==> config.mk <==
export PLATFORM = sky130hd
export DESIGN_NAME = pipe_hazard_ctrl
export DESIGN_NICKNAME = d
export VERILOG_FILES = /design/src/rtl/pipe_hazard_ctrl.sv
export SDC_FILE = /design/constraint.sdc
export NUM_CORES = 1
export LEC_CHECK = 0
export ABC_CLOCK_PERIOD_IN_PS = 3250
export CAP_MARGIN = 20
export CORE_MARGIN = 5
export CORE_UTILIZATION = 52
export CTS_CLUSTER_DIAMETER = 60
export CTS_CLUSTER_SIZE = 25
export DETAILED_ROUTE_END_ITERATION = 6
export HOLD_SLACK_MARGIN = 0.12
export PLACE_DENSITY_LB_ADDON = 0.1
export SYNTH_ARGS = -nofsm -noshare
export SYNTH_HDL_FRONTEND = slang
export SYNTH_SLANG_ARGS = --single-unit
==> constraint.sdc <==
create_clock -name clk -period 3.25 [get_ports clk]
set_input_delay 0.65 -clock clk [delete_from_list [all_inputs] [get_ports clk]]
set_output_delay 0.65 -clock clk [all_outputs]
set_load 0.02 [all_outputs]
==> src/rtl/pipe_hazard_ctrl.sv <==
// pipe_hazard_ctrl: central stall/flush controller for the five-stage pipeline.
// Merges the memory wait, the multiply/divide occupancy of EX, the load-use
// pause from ID and the taken-branch redirect into hold (stall_o) and
// bubble (flush_o) controls for PC, IF/ID, ID/EX, EX/ME and ME/WB.
// Also owns the MDU cycle counter and a sticky memory-wait watchdog.
// Optional build macro: DELAY_SLOT_EN. When it is defined, the branch delay
// slot executes and a taken branch squashes nothing.
module pipe_hazard_ctrl #(
   parameter int unsigned MUL_CYCLES  = 4,
   parameter int unsigned DIV_CYCLES  = 32,
   parameter int unsigned MEM_TIMEOUT = 255
) (
   input  logic       clk,
   input  logic       rst,
   input  logic       id_pause_i,
   input  logic       br_taken_i,
   input  logic       mdu_start_i,
   input  logic       mdu_div_i,
   input  logic       mem_req_i,
   input  logic       mem_ack_i,
   output logic [4:0] stall_o,
   output logic [4:0] flush_o,
   output logic       mdu_busy_o,
   output logic       mdu_done_o,
   output logic       mem_timeout_o
);

   // Counter reload values: the start cycle is the first of the N EX cycles.
   localparam logic [5:0] MUL_LD = 6'(MUL_CYCLES - 1);
   localparam logic [5:0] DIV_LD = 6'(DIV_CYCLES - 1);

   // Watchdog counter spans 0..MEM_TIMEOUT.
   localparam int unsigned WW    = $clog2(MEM_TIMEOUT + 1);
   localparam logic [WW-1:0] WMAX  = WW'(MEM_TIMEOUT);
   localparam logic [WW-1:0] WTRIP = WW'(MEM_TIMEOUT - 1);

   // Stall/flush patterns, bit0 PC .. bit4 ME/WB.
   localparam logic [4:0] MEM_STALL = 5'b01111;
   localparam logic [4:0] MEM_FLUSH = 5'b10000;
   localparam logic [4:0] MDU_STALL = 5'b00111;
   localparam logic [4:0] MDU_FLUSH = 5'b01000;
   localparam logic [4:0] LU_STALL  = 5'b00011;
   localparam logic [4:0] LU_FLUSH  = 5'b00100;
`ifdef DELAY_SLOT_EN
   localparam logic [4:0] BR_FLUSH  = 5'b00000;
`else
   localparam logic [4:0] BR_FLUSH  = 5'b00010;
`endif

   typedef enum logic {IDLE, BUSY} mdu_state_t;

   mdu_state_t    state, state_nxt;
   logic [5:0]    cnt, cnt_nxt;
   logic          mdu_hold, mdu_done;
   logic          memwait;
   logic [WW-1:0] wcnt;
   logic          timeout_q;

   // ME cannot advance while its access is outstanding.
   assign memwait = mem_req_i & ~mem_ack_i;

   // MDU state and cycle counter.
   always_ff @(posedge clk) begin
      if (rst) begin
         state <= IDLE;
         cnt   <= '0;
      end else begin
         state <= state_nxt;
         cnt   <= cnt_nxt;
      end
   end

   // MDU next state, EX hold request and completion pulse.
   always_comb begin
      state_nxt = state;
      cnt_nxt   = cnt;
      mdu_hold  = 1'b0;
      mdu_done  = 1'b0;
      case (state)
         IDLE: begin
            if (mdu_start_i) begin
               mdu_hold = 1'b1;
               // Under memwait EX is frozen, so the start re-presents next cycle.
               if (!memwait) begin
                  cnt_nxt   = mdu_div_i ? DIV_LD : MUL_LD;
                  state_nxt = BUSY;
               end
            end
         end
         BUSY: begin
            if (cnt != 6'd0) begin
               // The unit keeps computing through a memory wait.
               mdu_hold = 1'b1;
               cnt_nxt  = cnt - 6'd1;
            end else if (!memwait) begin
               mdu_done  = 1'b1;
               state_nxt = IDLE;
            end
         end
         default: begin
            state_nxt = IDLE;
         end
      endcase
   end

   // Memory-wait watchdog: saturating run-length counter plus sticky flag.
   always_ff @(posedge clk) begin
      if (rst) begin
         wcnt      <= '0;
         timeout_q <= 1'b0;
      end else if (memwait) begin
         if (wcnt != WMAX) wcnt <= wcnt + 1'b1;
         if (wcnt >= WTRIP) timeout_q <= 1'b1;
      end else begin
         wcnt <= '0;
      end
   end

   // Priority merge of hazard sources; a branch is only seen when IF/ID moves.
   always_comb begin
      stall_o    = '0;
      flush_o    = '0;
      mdu_done_o = 1'b0;
      if (!rst) begin
         mdu_done_o = mdu_done;
         if (memwait) begin
            stall_o = MEM_STALL;
            flush_o = MEM_FLUSH;
         end else if (mdu_hold) begin
            stall_o = MDU_STALL;
            flush_o = MDU_FLUSH;
         end else if (id_pause_i) begin
            stall_o = LU_STALL;
            flush_o = LU_FLUSH;
         end else if (br_taken_i) begin
            flush_o = BR_FLUSH;
         end
      end
   end

   assign mdu_busy_o    = (state == BUSY);
   assign mem_timeout_o = timeout_q;

endmodule

# [After elaboration in Yosys (flattened, before gate mapping)]
# Index checks and enable logic that the tools add are counted.
[word_totals] wordCells=44 reg_bits=16 inputBits=8 output_inout_bits=13
[op_classes] n_reduce_logical=4 mux=25 eq_ne=4 order_cmp=1 add_sub_neg=2 n_bitwise=4
[ops] operator="$mux 6" n=3
[ops] operator="$mux 5" n=3
[ops] operator="$mux 4" n=3
[ops] operator="$pmux 6 s2" n=1
[ops] operator="$mux 1" n=9
[ops] operator="$add 8x1->8 const B" n=1
[ops] operator="$ge 8x8->1 const B" n=1
[ops] operator="$ne 8x8->1 const B" n=1
[ops] operator="$mux 3" n=2
[ops] operator="$reduce_bool 6->1" n=1
[ops] operator="$sub 6x1->6 const B" n=1
[ops] operator="$mux 2" n=2
[ops] operator="$ne 2x2->1 const B" n=2
[ops] operator="$pmux 1 s2" n=2
[ops] operator="$not 1->1" n=3
[ops] operator="$reduce_and 3->1" n=1
[ops] operator="$ne 2x1->1 const B" n=1
[ops] operator="$reduce_and 2->1" n=1
[ops] operator="$reduce_or 2->1" n=1
[ops] operator="$and 1x1->1" n=1

# [Longest topological paths before layout]
[logic_depth] depth_word=6 ltp_mapped=7 mapped_depth_nobuf=6

# [Least setup slack after synthesis]
# No wires, ideal clock.
[synth_timing] path_kind="register to output" start="register cnt[0]" end="output port stall_o[1]" t_arrival_ps=1710 path_slack_ps=890 path_stages_with_launch=8 n_path_buf=1 t_required_ps=2600 cell_sequence="dfxtp_1 inv_1 ha_1 nor2b_1 a31oi_1 nor2_1 a21oi_1 buf_4"
[synth_between] elab_chain_len=6
[synth_lines] item="from (decl)" line="53" rtl="logic [5:0] cnt, cnt_nxt;"
[synth_lines] item="from (signal assigned)" line="69" rtl="cnt <= cnt_nxt;"
[synth_lines] item="$reduce_bool 6->1" line="91" rtl="if (cnt != 6'd0) begin"
[synth_lines] item="$mux 1" line="91"
[synth_lines] item="$pmux 1 s2" line="79" rtl="case (state)"
[synth_lines] item="$mux 3" line="129" rtl="end else if (mdu_hold) begin"
[synth_lines] item="$mux 4" line="126" rtl="if (memwait) begin"
[synth_lines] item="$mux 4" line="124" rtl="if (!rst) begin"
[synth_lines] item="to (decl)" line="21" rtl="output logic [4:0] stall_o,"
# No other way between the ends.

# [Worst setup path after layout]
[layout_timing] start="input port mdu_start_i" end="output port stall_o[0]"
[layout_between] elab_chain_len=5
[layout_lines] item="from (decl)" line="17" rtl="input logic mdu_start_i,"
[layout_lines] item="$mux 1" line="81" rtl="if (mdu_start_i) begin"
[layout_lines] item="$pmux 1 s2" line="79"
[layout_lines] item="$mux 3" line="129"
[layout_lines] item="$mux 4" line="126"
[layout_lines] item="$mux 4" line="124"
# No other way between the ends.

==> out/results.tsv <==
metric	value	unit
Placed Cells incl. Taps	146	
TritonCTS Buffers	3	
fin crit period	2970	ps
compound-cell area share of the yosys netlist	15.4	%
CP Class	in -> out	
mapped cell area	928	µm²
routability cong.	0.720	
main combinational cell family by area after synthesis	simple AND/OR/NAND/NOR gates	
Layout Cells excl Fill	149	
postcts setup bufs	0	
number of global-route vias before repair	767	
clock share of power	20.6	%
drt total wl	1920	µm
syn_area_per_cell	8.52	µm²
Vias/cell	5.26	
max-cap violations	0	
xor and xnor area share after synthesis	6.60	%
routed vias	784	
fmax	0.336	GHz
Pins Over Slew Limit	0	
Final nets	138	
Crit path max-delay family	buffers and inverters	
Initial Util	54.4	%
Final Total Pwr	492	µW
RSZ-0062 raised after global routing	no	
Min-Delay Path Class	reg -> reg	
Post-Synth Adder-Cell Area	5.39	%
worst path cell trace	clkdlybuf4s50_1, nor2_1, a31oi_1, nor2_1, a21oi_1, clkdlybuf4s50_1	
num rows	15	
Routed Antenna Nets	0	
Final Instance Area	1130	µm²
Max clock buf depth	2	
mux share of post-synthesis cell area	0	%
sequential share of power	48.4	%
wire per inst	12.9	µm
CTS HTree Levels	1	
Final Skew	1.69	ps
post-DP HPWL	1510	µm
setup TNS	0	ps
pwr dens	436	nW/µm²
CTS resizes	0	
Int Pwr	330	µW
CP Max Fanout	4	
combinational share of power	31.1	%
IR Drop Worst-Case VDD	0.000292	V
status	finished, final reports clean	
Max stage delay on crit path	630	ps
Final Hold Violating Endpoints	0	
sequential element share of the synthesized area	34.5	%
Die Width	52.3	µm
die boundary height	52.3	µm
CORE AREA	1710	µm²
WP buf/inv	2	
Sw Share	33.0	%
DRC errors left	0	
I/O pin cnt	21	
Pre-antenna DRT Iters	4	
Final WS setup	278	ps
CTS root buffer	clkbuf_4	
flops & latches, synth	16	
Critical Path AT	2320	ps
Yosys cell types	36	
Place WS	272	ps
CTS tree	built	
Worst EP required	2600	ps
startpoint type of the worst setup path	input port	
first-pass GRT wire length	3230	µm
YS warnings	0	
# hold bufs at CTS	0	
largest net degree at the start of global routing	12	
Die ar.	2730	µm²
CP Capture Type	output port	
Overflow after GRT	0	
later-pin clock latency in the skew report	280	ps
# setup viols final	0	
antenna violations before repair	0	
Period Utilization, post-route	91.4	%
Mapped Cells	109	
Worst-path clk slew	90	ps
antenna cells	0	
Tot GR Track Use	16.2	%
Psw	162	µW
CP max-delay cell	clkdlybuf4s50_1	
CTS sink cnt	16	
Leak Pwr	0.432	nW
Post-Synth Simple-Gate Area	29.1	%
IO Port Bufs	18	
DR iter-0 viols	4	
Post-DP Area	1100	µm²
ratio of cells with drive above 1 in the final layout	10.5	%
P&R area growth vs syn	21.4	%
## worst register-to-register path, cell delays in order (launching register included)
cell and delay, ps:
dfxtp_1 380, inv_1 100, ha_1 200, nor2b_1 170
a21boi_2 320, nor3_1 100, a211oi_1 260
## cell usage in the layout (no fill, tap or decap), drive strengths merged
master         count
and2               1
nand2              6
inv                7
nand3              4
nor3b              3
a31oi              4
nor3              10
xnor2              2
nor4b              1
xor2               5
nor2b              2
and4b              1
and4               1
a21boi             1
nor4               1
clkdlybuf4s50     18
a21o               2
ha                 4
nor2               9
conb               2
o21ai              2
a21oi              5
o21ba              1
dfxtp             16
and3               2
clkbuf             3
nand2b             2
buf                2
o2111ai            1
nand4b             1
a211oi             5
## power groups by stage
stage / combinational [mW] / sequential (mW) / clock [mW]
5_1_grt: 0.168 / 0.241 / 0.115
3_3_place_gp: 0.148 / 0.240 / 0
3_5_place_dp: 0.153 / 0.242 / 0
4_1_cts: 0.154 / 0.237 / 0.106
2_1_floorplan: 0.113 / 0.235 / 0
6_report: 0.153 / 0.238 / 0.101
## per-stage QoR
stage          utilization, %  hold WS, ps
3_5_place_dp             64.7          445
2_1_floorplan               -          457
5_1_grt                  66.0          475
6_report                 66.0          453
3_3_place_gp             64.7          432
4_1_cts                  66.0          457
## state kept, by name, summed over array words and instances (netlist names)
signal / flops
mem_timeout_o: 1
cnt: 6
wcnt: 8
mdu_busy_o: 1
## worst paths after layout
check / start / end / slack [ps] / cells after the start
worst max-delay path: mdu_start_i / stall_o[0] / 280 / 6
worst min-delay path: mem_timeout_o$_SDFFE_PP0P_ / mem_timeout_o$_SDFFE_PP0P_ / 450 / 2
worst min register to register: mem_timeout_o$_SDFFE_PP0P_ / mem_timeout_o$_SDFFE_PP0P_ / 450 / 2
worst max register to register: cnt[0]$_SDFFE_PP0P_ / cnt[4]$_SDFFE_PP0P_ / 1620 / 6
## layer usage
metal / GRT usage, % / vias to the layer above / wire length [µm]
met5: 0 / - / 0
met4: 10.2 / 0 / 40
met3: 3.42 / 6 / 52
met2: 28.7 / 17 / 1010
met1: 17.2 / 356 / 808
li1: - / 405 / -
## area by class of cell
cell class / instances / area [µm²]
fill: 152 / 581
multi-input combinational: 78 / 532
sequential: 16 / 320
timing repair buffer: 20 / 195
tap: 25 / 31.3
inverter: 7 / 26.3
clock buffer: 3 / 22.5
## cells by family (layout without fill, tap and decap cells)
logic type	after synthesis	after routing
adder cells (fa/ha/maj)	4	4
XOR/XNOR	7	7
flip-flops	16	16
other	1	2
AND/OR/NAND/NOR	44	44
AO/OA/AOI/OAI	21	21
buffers and inverters	16	30
## Yosys cell counts (all sizes together)
cell type,number,area [µm²]
nor3b,3,32.5
o2111ai,1,8.76
inv,7,26.3
a21oi,5,25.0
nand2b,2,12.5
o21ba,1,10.0
nand2,6,22.5
nor4b,1,8.76
a21boi,1,11.3
and3,2,12.5
and4b,1,10.0
o21ai,2,10.0
a211oi,5,37.5
xor2,5,43.8
clkbuf,3,11.3
nand4b,1,8.76
xnor2,2,17.5
conb,1,3.75
and4,1,10.0
buf,6,42.5
nor3,10,61.3
a31oi,4,25.0
a21o,2,15.0
nor4,1,6.26
nor2b,2,15.0
ha,4,50.1
dfxtp,16,320
nor2,9,33.8
and2,1,6.26
nand3,4,30.0
No activity file was read; power rests on OpenSTA's default activity.
